## src/rtl/jtopl_wrbuf.sv

```systemverilog
// jtopl_wrbuf - host-side write buffer and pacer for the jtopl family.
//
// Host writes are accepted with no wait states and stored in a FIFO. A
// pacer replays them into the synth core's write port one at a time. After
// each write it waits out the chip's recovery time, counted in cen ticks:
// ADDR_WAIT after an address-register write (addr[0]==0) and DATA_WAIT
// after a data-register write (addr[0]==1).
//
// Parameters:
//   AW        host/core address width (1 = OPL2, 2 = OPL3 bank in addr[1])
//   DEPTH     FIFO entries, power of two, >= 2
//   ADDR_WAIT cen ticks of recovery after an address write
//   DATA_WAIT cen ticks of recovery after a data write
//
// Ports:
//   clk, rst_n           clock, asynchronous active-low reset
//   cen                  clock enable shared with the core (pacing time base)
//   host_din/addr/wr     host write port; host_wr is a one-cycle strobe
//   full, empty, level   registered FIFO status
//   busy                 FIFO non-empty or pacer not idle
//   core_din/addr        registered data/address to the core
//   core_cs_n/wr_n       registered active-low strobes to the core
//   ovf, ovf_clr         sticky overflow flag and its clear
//
// Optional feature: define JTOPL_WRBUF_OVF_EN to build the sticky overflow
// register. Without it, ovf is tied low and ovf_clr is ignored.
//
// Handshake: there is no back-pressure on the host. A host_wr is accepted
// only when full was low in that same cycle. full is sampled before any
// same-cycle pop, so a write that arrives while full is always dropped.

module jtopl_wrbuf #(
  parameter int AW        = 1,
  parameter int DEPTH     = 16,
  parameter int ADDR_WAIT = 12,
  parameter int DATA_WAIT = 84
) (
  input  logic                   clk,
  input  logic                   rst_n,
  input  logic                   cen,
  input  logic [7:0]             host_din,
  input  logic [AW-1:0]          host_addr,
  input  logic                   host_wr,
  output logic                   full,
  output logic                   empty,
  output logic [$clog2(DEPTH):0] level,
  output logic                   busy,
  output logic [7:0]             core_din,
  output logic [AW-1:0]          core_addr,
  output logic                   core_cs_n,
  output logic                   core_wr_n,
  output logic                   ovf,
  input  logic                   ovf_clr
);

  localparam int PW   = $clog2(DEPTH);
  localparam int LW   = PW + 1;
  localparam int EW   = AW + 8;
  localparam int MAXW = (ADDR_WAIT > DATA_WAIT) ? ADDR_WAIT : DATA_WAIT;
  localparam int CW   = (MAXW < 1) ? 1 : $clog2(MAXW + 1);

  typedef enum logic [1:0] {
    ST_IDLE   = 2'd0,
    ST_STROBE = 2'd1,
    ST_WAIT   = 2'd2
  } state_t;

  // ---------------------------------------------------------------------------
  // FIFO
  // ---------------------------------------------------------------------------
  logic [EW-1:0] mem [DEPTH];
  logic [PW-1:0] wr_ptr_q, wr_ptr_d;
  logic [PW-1:0] rd_ptr_q, rd_ptr_d;
  logic [LW-1:0] level_q, level_d;
  logic          full_q, full_d;
  logic          empty_q, empty_d;
  logic          push, pop;
  logic [EW-1:0] head;

  state_t        state_q;

  assign push = host_wr & ~full_q;
  // The pacer takes the head only from IDLE, so a pop never races a strobe.
  assign pop  = (state_q == ST_IDLE) & ~empty_q;
  assign head = mem[rd_ptr_q];

  always_comb begin
    wr_ptr_d = wr_ptr_q;
    rd_ptr_d = rd_ptr_q;
    level_d  = level_q;
    if (push) wr_ptr_d = wr_ptr_q + PW'(1);
    if (pop)  rd_ptr_d = rd_ptr_q + PW'(1);
    case ({push, pop})
      2'b10:   level_d = level_q + LW'(1);
      2'b01:   level_d = level_q - LW'(1);
      default: level_d = level_q;
    endcase
    full_d  = (level_d == LW'(DEPTH));
    empty_d = (level_d == '0);
  end

  always_ff @(posedge clk) begin
    if (push) mem[wr_ptr_q] <= {host_addr, host_din};
  end

  always_ff @(posedge clk or negedge rst_n) begin
    if (!rst_n) begin
      wr_ptr_q <= '0;
      rd_ptr_q <= '0;
      level_q  <= '0;
      full_q   <= 1'b0;
      empty_q  <= 1'b1;
    end else begin
      wr_ptr_q <= wr_ptr_d;
      rd_ptr_q <= rd_ptr_d;
      level_q  <= level_d;
      full_q   <= full_d;
      empty_q  <= empty_d;
    end
  end

  // ---------------------------------------------------------------------------
  // Pacer
  // ---------------------------------------------------------------------------
  logic [CW-1:0] cnt_q;
  logic [7:0]    din_q;
  logic [AW-1:0] addr_q;
  logic          cs_n_q;
  logic          wr_n_q;
  logic [CW-1:0] sel_wait;

  // Recovery time depends on which register the latched entry targets.
  assign sel_wait = addr_q[0] ? CW'(DATA_WAIT) : CW'(ADDR_WAIT);

  always_ff @(posedge clk or negedge rst_n) begin
    if (!rst_n) begin
      state_q <= ST_IDLE;
      cnt_q   <= '0;
      din_q   <= '0;
      addr_q  <= '0;
      cs_n_q  <= 1'b1;
      wr_n_q  <= 1'b1;
    end else begin
      case (state_q)
        ST_IDLE: begin
          // Popping does not wait for cen; only the strobe release does.
          if (!empty_q) begin
            {addr_q, din_q} <= head;
            cs_n_q          <= 1'b0;
            wr_n_q          <= 1'b0;
            state_q         <= ST_STROBE;
          end
        end
        ST_STROBE: begin
          // The core samples the write on a cen edge, so hold the strobes
          // low through the first one.
          if (cen) begin
            cs_n_q  <= 1'b1;
            wr_n_q  <= 1'b1;
            cnt_q   <= sel_wait;
            state_q <= (sel_wait == '0) ? ST_IDLE : ST_WAIT;
          end
        end
        ST_WAIT: begin
          if (cen) begin
            cnt_q <= cnt_q - CW'(1);
            if (cnt_q == CW'(1)) state_q <= ST_IDLE;
          end
        end
        default: state_q <= ST_IDLE;
      endcase
    end
  end

  // ---------------------------------------------------------------------------
  // Overflow flag
  // ---------------------------------------------------------------------------
`ifdef JTOPL_WRBUF_OVF_EN
  logic ovf_q;

  always_ff @(posedge clk or negedge rst_n) begin
    if (!rst_n) begin
      ovf_q <= 1'b0;
    end else if (host_wr && full_q) begin
      ovf_q <= 1'b1;  // a drop wins over a simultaneous clear
    end else if (ovf_clr) begin
      ovf_q <= 1'b0;
    end
  end

  assign ovf = ovf_q;
`else
  logic unused_ovf_clr;
  assign unused_ovf_clr = ovf_clr;
  assign ovf            = 1'b0;
`endif

  // ---------------------------------------------------------------------------
  // Outputs
  // ---------------------------------------------------------------------------
  assign full      = full_q;
  assign empty     = empty_q;
  assign level     = level_q;
  assign busy      = (state_q != ST_IDLE) | ~empty_q;
  assign core_din  = din_q;
  assign core_addr = addr_q;
  assign core_cs_n = cs_n_q;
  assign core_wr_n = wr_n_q;

endmodule

```

## config.mk

```make
export PLATFORM = sky130hd
export DESIGN_NAME = jtopl_wrbuf
export DESIGN_NICKNAME = d
export VERILOG_FILES = /design/src/rtl/jtopl_wrbuf.sv
export SDC_FILE = /design/constraint.sdc
export NUM_CORES = 1
export LEC_CHECK = 0
export ABC_CLOCK_PERIOD_IN_PS = 5500
export BUFFER_PORTS_ARGS = -buffer_cell sky130_fd_sc_hd__buf_4
export CORE_MARGIN = 3
export CORE_UTILIZATION = 65
export CTS_CLUSTER_DIAMETER = 60
export DETAILED_ROUTE_END_ITERATION = 12
export PLACE_DENSITY = 0.91
export SYNTH_ARGS = -nofsm -noshare
export SYNTH_HDL_FRONTEND = slang
export SYNTH_SLANG_ARGS = --single-unit
```

## constraint.sdc

```tcl
create_clock -name clk -period 5.5 [get_ports clk]
set_input_delay 0.275 -clock clk [delete_from_list [all_inputs] [get_ports clk]]
set_output_delay 0.275 -clock clk [all_outputs]
set_load 0.05 [all_outputs]
```

==> impl_metrics.toml <==
[worst_setup_path]
cp-end-kind = "flop"
cp_data_arrival_time_ns = 3.84
cp_top_family = "compound AO/OA/AOI/OAI gates"
reg2reg_slack_ns = 1.97
cp.depth = 9
r2r_start = "state_q[1]"
cp_slowest_cell = "dfrtp_1"
crit_path_start_kind = "flop"
worst-path-buf-inv = 1
slowest_delay_ns = 0.65
timing.rr.end = "full"
path_cells = "or3_1, clkinv_2, ha_1, xor2_1, ha_1, mux2_1, a222oi_1, o21ai_0, a211oi_1"
crit_fanout = 16
cp_common_cell = "ha_1"
criticalPathCategory = "flop to flop"
required_ns = 5.80
ff2ff_path_depth = 9

[sta]
fin_skew_ns = 0.00906
worst_slew_pin_slew_ns = 0.737
slew_headroom_pct = 50.9
finalSetupViolCount = 0
slew_violations = 0
post-route-period-util_pct = 64.2
min_period_ns = 3.53
fmax_ghz = 0.283
finalHoldViolations = 0
rsz0062_at_grt = "no"
tns_ns = 0

[yosys]
netlist_area_um2 = 7440
yosysTopAreaCell = "edfxtp_1"
yosysMostFrequentCell = "edfxtp_1"
avgSynthCellArea_um2 = 17.5
synth_top_area_share_pct = 58.1
synth_flop_cell = "edfxtp_1"
synth-edff-count = 144
ys_seq_elements = 178
ys_top_cells_by_count = "edfxtp_1 (144), mux4_2 (35), dfrtp_1 (32)"
yosysWarnings = 0
synth.distinct_cells = 56
syn_nets = 450
synth_area_leaders = "edfxtp_1 (58%), dfrtp_1 (11%), mux4_2 (11%), mux2i_1 (2.7%), ha_1 (1.7%)"
syn_inst = 426
yosysSeqAreaShare_pct = 69.5
async_reset_ff_share_pct = 19.1

[grt]
grt_pass1_wl_mm = 23.5
antenna_found_initial = 0
grt_usage_pct = 25.6
grt_pass1_vias = 4224
grt_max_degree = 42
overflow = 0

[finish]
fill_cells = 612
finalNonFillerCells = 609
areaGrowthSynthToFinish_pct = 11.8
final_util_pct = 75.5
layout.nets = 480
antenna_cells = 0
final_layout_size_suffix_gt1_share_pct = 23.0

[clocking]
worstSkewPairLatency_ns = 0.42
max-clock-path-buffers = 2
clkTransAtPathRegs_ns = 0.06
cts_tree = "done"
cts-buffers-inserted = 17
root_buffer = "clkbuf_16"
cts_sinks = 178
postCtsSetupBuffers = 0
cts-resized-gates = 0
ctsHtreeMaxLevel = 4

[floorplanning]
start_util_pct = 67.5
die_w_um = 113
core_area_um2 = 11000
fp-row-count = 38
die-area_um2 = 12800
io_pins = 34
die-height_um = 113

[route]
ant_nets = 0
dr.pass1.iters = 5
drcViolationCount = 0
vias_per_cell = 6.64
drt-total-wl_mm = 15.1
post_drt_wl_per_cell_um = 24.9
vias = 4045
drt_iter0_drc = 450

[placement]
hpwl_mm = 9.14
dp_cells = 576
globalplace.congestion = 0.799
portBuffers = 31

[min_path]
hold_end = "mem[12][8]"
hold_class = "primary input to flop"
hp-start = "host_addr"
min_path_cells = 1

[flow_run]
max_cap_viol_count = 0

[power_and_ir_drop]
leakage_uw = 0.00298
peakVddDrop_mv = 0.543
p_per_area_nw_per_um2 = 582
total_power_uw = 4850

[run_status]
status = "finished, final reports clean"
cells by family after synthesis:
| family | after synthesis | synth area share [%] |
|---|---|---|
| AO/OA/AOI/OAI | 64 | 5.73 |
| other | 1 | 0.0504 |
| AND/OR/NAND/NOR | 68 | 5.41 |
| adder cells (fa/ha/maj) | 10 | 1.68 |
| flip-flops | 178 | 69.5 |
| multiplexers | 59 | 14.0 |
| XOR/XNOR | 9 | 1.06 |
| buffers and inverters | 37 | 2.54 |
final cells by class:
class | count | area [um^2] | share of cell area (%)
Clock buffer | 20 | 437 | 5.25
Clock inverter | 12 | 140 | 1.68
Inverter | 13 | 50.0 | 0.601
Multi-Input combinational cell | 211 | 2080 | 25.0
Sequential cell | 178 | 5180 | 62.2
Tap cell | 140 | 175 | 2.10
Timing Repair Buffer | 35 | 265 | 3.19
cell usage in the layout, fill, tap and decap left out, types with 3 or more instances in the layout:
master        n
clkinv_1      3
a211oi_1      3
nand4_1       3
xnor2_1       8
bufinv_16     3
or3_1         3
clkbuf_16    17
mux4_2       35
clkinv_2      5
clkinvlp_4    3
dfrtp_1      31
mux2i_1      20
nor3b_1       4
nor2b_1       5
nor4_1        3
and2_1       17
clkbuf_1      3
edfxtp_1    144
o21ai_0      15
inv_1        11
nor2_1        6
a21o_1        8
buf_4        34
a31oi_1       4
nand2_1      15
ha_1         10
o22ai_1      10
nand3_1       4
a21oi_1       7
metal layers:
| metal | vias to the layer above | part of all wire, % | track usage [%] |
|---|---|---|---|
| met2 | 205 | 51 | 40.9 |
| met1 | 2060 | 38 | 33.4 |
| met4 | 0 | 3.3 | 13.8 |
| met5 | - | 0 | 0 |
| li1 | 1736 | - | - |
| met3 | 44 | 7.3 | 5.45 |
worst max-delay path by stage:
stage                     from    end  slack (ns)
finish              state_q[1]   full        1.97
global route        state_q[1]   full        1.70
CTS                 state_q[1]   full        1.98
detailed placement  state_q[1]   full        2.05
global placement    state_q[1]   full        2.18
floorplan                empty  empty        2.51
per-stage QoR:
stage               hold WS [ns]  cell area, um^2  setup slack (ns)
detailed placement         0.262             7740              2.05
global route               0.164             8320              1.70
floorplan                -0.0206             7440              2.51
finish                     0.163             8320              1.97
global placement           0.258             7740              2.18
CTS                        0.142             8320              1.98
report_power, final:
| group | total (uW) | switching, uW | internal, uW |
|---|---|---|---|
| sequential | 1890 | 187 | 1710 |
| clock | 1170 | 467 | 707 |
| combinational | 1780 | 1050 | 731 |
| total | 4850 | 1700 | 3140 |
sequential cells by signal, summed over array words and instances (netlist names):
signal / flops
mem: 144
core_din: 8
cnt_q: 7
level: 5
rd_ptr_q: 4
wr_ptr_q: 4
state_q: 2
core_addr: 1
core_wr_n: 1
empty: 1
full: 1
worst register-to-register path: cells and delay by family, from the launching register on:
| family | cells | cell delay [ns] |
|---|---|---|
| compound gates | 3 | 0.81 |
| xor+xnor | 1 | 0.20 |
| fa+ha+maj | 2 | 0.63 |
| buf+inv | 1 | 0.29 |
| flops | 1 | 0.65 |
| mux | 1 | 0.31 |
| simple gates | 1 | 0.53 |
what timing repair did:
item,4_1_cts,5_1_grt
setup endpoints to repair,0,0
hold endpoints to repair,32,0
hold buffers,1,0
(Power assumes the default switching activity.)
